===== config.mk =====
export PLATFORM = sky130hd
export DESIGN_NAME = real_mac_accum
export DESIGN_NICKNAME = d
export VERILOG_FILES = /design/src/rtl/real_mac_accum.sv
export SDC_FILE = /design/constraint.sdc
export NUM_CORES = 1
export LEC_CHECK = 0
export ABC_AREA = 1
export CORE_MARGIN = 3
export CORE_UTILIZATION = 55
export DETAILED_ROUTE_END_ITERATION = 12
export GPL_TIMING_DRIVEN = 1
export PLACE_DENSITY = 0.83
export SLEW_MARGIN = 20
export SYNTH_ARGS = -nofsm -noshare
export SYNTH_HDL_FRONTEND = slang
export SYNTH_SLANG_ARGS = --single-unit
export TNS_END_PERCENT = 5

===== constraint.sdc =====
create_clock -name clk -period 12.8 [get_ports clk]
set_input_delay 3.84 -clock clk [delete_from_list [all_inputs] [get_ports clk]]
set_output_delay 3.84 -clock clk [all_outputs]
set_load 0.05 [all_outputs]

===== src/rtl/real_mac_accum.sv =====
// Streaming fixed-point multiply-accumulate with per-frame saturating accumulation.
// Two pipeline stages: operand product, then alignment/accumulate/result register.
module real_mac_accum #(
  parameter int A_WIDTH = 16,
  parameter int A_EXP   = -8,
  parameter int B_WIDTH = 17,
  parameter int B_EXP   = -9,
  parameter int O_WIDTH = 24,
  parameter int O_EXP   = -12
) (
  input  logic               clk,
  input  logic               rst,
  input  logic [A_WIDTH-1:0] a_i,
  input  logic [B_WIDTH-1:0] b_i,
  input  logic               in_last,
  input  logic               in_valid,
  output logic               in_ready,
  output logic [O_WIDTH-1:0] out_data,
  output logic               out_ovf,
  output logic               out_valid,
  input  logic               out_ready
);

  localparam int PW     = A_WIDTH + B_WIDTH;
  localparam int PE     = A_EXP + B_EXP;
  localparam int SHIFT  = O_EXP - PE;  // positive means shift right
  localparam int ABS_SH = (SHIFT < 0) ? -SHIFT : SHIFT;
  localparam int W      = ((PW > O_WIDTH) ? PW : O_WIDTH) + ABS_SH + 2;

  localparam logic signed [W-1:0] SAT_MAX = {{(W-O_WIDTH+1){1'b0}}, {(O_WIDTH-1){1'b1}}};
  localparam logic signed [W-1:0] SAT_MIN = {{(W-O_WIDTH+1){1'b1}}, {(O_WIDTH-1){1'b0}}};

  logic                      stall;
  logic                      accept;
  logic signed [PW-1:0]      prod;
  logic signed [PW-1:0]      p_r;
  logic                      v1;
  logic                      last1;
  logic signed [O_WIDTH-1:0] acc;
  logic                      sticky;

  logic signed [W-1:0]       p_ext;
  logic signed [W-1:0]       aligned;
  logic signed [W-1:0]       acc_ext;
  logic signed [W-1:0]       sum;
  logic                      clip_hi;
  logic                      clip_lo;
  logic                      clip_now;
  logic signed [O_WIDTH-1:0] sat_val;

  assign stall    = out_valid & ~out_ready;
  assign in_ready = ~stall;
  assign accept   = in_valid & in_ready;

  assign prod = $signed(a_i) * $signed(b_i);

  // Work at W bits so the shift and the add can never lose bits before clipping.
  assign p_ext   = {{(W-PW){p_r[PW-1]}}, p_r};
  assign acc_ext = {{(W-O_WIDTH){acc[O_WIDTH-1]}}, acc};

  generate
    if (SHIFT > 0) begin : g_shr
      assign aligned = p_ext >>> SHIFT;
    end else if (SHIFT < 0) begin : g_shl
      assign aligned = p_ext <<< ABS_SH;
    end else begin : g_noshift
      assign aligned = p_ext;
    end
  endgenerate

  assign sum      = acc_ext + aligned;
  assign clip_hi  = (sum > SAT_MAX);
  assign clip_lo  = (sum < SAT_MIN);
  assign clip_now = clip_hi | clip_lo;

  always_comb begin
    sat_val = sum[O_WIDTH-1:0];
    if (clip_hi) sat_val = SAT_MAX[O_WIDTH-1:0];
    else if (clip_lo) sat_val = SAT_MIN[O_WIDTH-1:0];
  end

  always_ff @(posedge clk) begin
    if (rst) begin
      p_r       <= '0;
      v1        <= 1'b0;
      last1     <= 1'b0;
      acc       <= '0;
      sticky    <= 1'b0;
      out_data  <= '0;
      out_ovf   <= 1'b0;
      out_valid <= 1'b0;
    end else if (!stall) begin
      v1 <= accept;
      if (accept) begin
        p_r   <= prod;
        last1 <= in_last;
      end
      // With no stall any held result is being taken now, so out_valid follows stage 2.
      out_valid <= v1 & last1;
      if (v1) begin
        if (last1) begin
          out_data <= sat_val;
          out_ovf  <= sticky | clip_now;
          acc      <= '0;
          sticky   <= 1'b0;
        end else begin
          acc    <= sat_val;
          sticky <= sticky | clip_now;
        end
      end
    end
  end

endmodule


==> reports/results.ini <==
[synthesis]
syn-num-nets = 2592
synthesis.area_um2 = 15700
yosysSeqAreaShare_pct = 10.4
synth_top_area_share_pct = 35.3
synth_cells = 2169
async_reset_ff_share_pct = 0
netlist-cell-type-count = 42
yosys_warnings = 0
netlist_top_cells_area = fa_1, nand2_1, inv_1
synth_commonest_cells = nand2_1, inv_1, fa_1
synth_seq_cells = 81
avgSynthCellArea_um2 = 7.22
synth_top_cell_by_area = fa_1
synth_ff_type = dfxtp_1
yosys.cell_count.top_type = nand2_1
synth-edff-count = 0

[cts]
cts_resized = 0
numClockSinks = 81
cts_made_buffers = 9
cts.path.max_buffers = 2
cts_setup_buffers = 0
cts-root-buf = clkbuf_16
clkTransAtPathRegs_ns = 0.06
tritoncts = built
clock_latency_ns = 0.35
cts_hold_buf = 0
h-tree-depth = 3

[die]
die_y_um = 175
row_count = 61
io_pins = 65
die_w_um = 175
fp.dieArea_um2 = 30500
core_area_um2 = 27900
start_util_pct = 56.1

[worst_setup_path]
worstPathRequired_ns = 13.03
ff2ff_setup_slack_ns = 9.70
worstPathMaxFanout = 17
reg2reg_depth = 17
critPathLaunchType = input pin
timing.rr.end = acc[10]
worstReg2RegStart = p_r[5]
crit_path_end_kind = flop
crit_start = a_i[2]
crit_arrival_ns = 10.67
crit_type = input pin to flop

[global_routing]
grt-ovfl-total = 0
antenna_found_initial = 0
grt_first_pass_wirelength_um = 66500
grt_use_total_pct = 26.6
grt_pass1_vias = 14121
grt_max_degree = 39

[drt]
vias_per_cell = 5.27
wl_um = 38600
drc = 0
dr_total_vias = 13423
dr.pass1.iters = 6
antenna_left = 0
wl_per_cell_um = 15.2
drt_iter0_markers = 1197

[finish]
drive_gt1_share_pct = 2.03
area_growth_syn_to_layout_pct = 7.29
post-route-util_pct = 60.1
antenna_cells = 0
n_fill_cell = 2538
nets = 2588

[flow_run]
cap_violations = 0

[placed_design]
dp_hpwl_um = 32300
gp_congestion = 0.956
portBuffers = 64

[min_path]
min_path_cells = 2
min_to = out_data[20]
hp-start = out_data[20]
hold_class = flop to flop

[sta]
setup_tns_ns = 0
maxClockFrequency_mhz = 95.8
clock_skew_ns = 0.0109
setup_violations = 0
period_share_pct = 81.6
tightest_slew_ns = 0.854
slew_headroom_pct = 42.7
hold_viol = 0
min_period_ns = 10.44
rsz0062_at_grt = no
drv_slew = 0

[outcome]
status = finished, final reports clean

## stage by stage
stage                     std cells  instance area [um2]  hold WS [ns]  setup WS, ns
after detailed placement       2532                16500         0.443          2.21
after global placement         2532                16500         0.439          2.28
after floorplan                2169                15700         0.447          3.60
after global routing           2548                16800         0.477          2.12
final                          2548                16800         0.454          2.36
after CTS                      2548                16800         0.457          2.56
## cells by family after synthesis
group,synth area share (%)
AO/OA/AOI/OAI,6.76
XOR/XNOR,2.35
adder cells (fa/ha/maj),44.0
buffers and inverters,15.3
flip-flops,10.4
AND/OR/NAND/NOR,21.2
## how the worst max path moves through the flow
| stage | depth (start not counted) | endpoint |
|---|---|---|
| 3_3_place_gp | 21 | p_r[28] |
| 2_1_floorplan | 20 | p_r[32] |
| 4_1_cts | 21 | p_r[28] |
| 3_5_place_dp | 21 | p_r[28] |
| 5_1_grt | 21 | p_r[28] |
| 6_report | 21 | p_r[28] |
## final cells by class
type	instances	area, um2	share of cell area [%]
clock buffers	9	225	1.34
repair buffers	68	671	3.99
multi-input cells	1456	11600	69.3
clock inverters	7	106	0.633
inverters	549	2060	12.3
flip-flops and latches	81	1620	9.65
well taps	378	473	2.81
## critical path, cell delays in order
cell	delay, ns
clkdlybuf4s50_1	0.98
nand2_1	0.21
inv_1	0.13
fa_1	0.56
fa_1	0.90
fa_1	0.53
fa_1	0.51
fa_1	0.49
inv_1	0.05
fa_1	0.48
inv_1	0.04
ha_1	0.34
nand2_1	0.11
nor2_1	0.14
inv_1	0.09
nor3_1	0.40
o2111ai_1	0.41
nand3_1	0.16
nand3_1	0.10
o211ai_1	0.11
inv_1	0.06
## routing by layer
layer	up-vias	GRT usage [%]	part of all wire [%]	wire length, um
li1	6329	-	-	-
met1	6465	34.7	39	15200
met2	522	45.9	49	19000
met3	107	3.43	8.0	3070
met4	0	9.18	3.7	1440
met5	-	0	0	0
## flip-flops by register name (all words and copies together), names as in the netlist
name       count
p_r           28
out_ovf        1
sticky         1
out_data      24
acc           24
v1             1
out_valid      1
last1          1
## cells in the final DEF (no fill, tap or decap), drive strengths merged, types with 12 or more instances in the layout
cell type,netlist,layout
nand2,658,658
inv,548,552
fa,276,276
nor2,111,111
ha,109,109
a21oi,88,88
dfxtp,81,81
clkdlybuf4s50,0,64
o21ai,54,54
nand3,40,40
xnor2,24,24
xor2,18,18
nand4,12,12
Power is not shown: default switching activity piles up to over one toggle a cycle in this logic, so the estimate is an artifact.
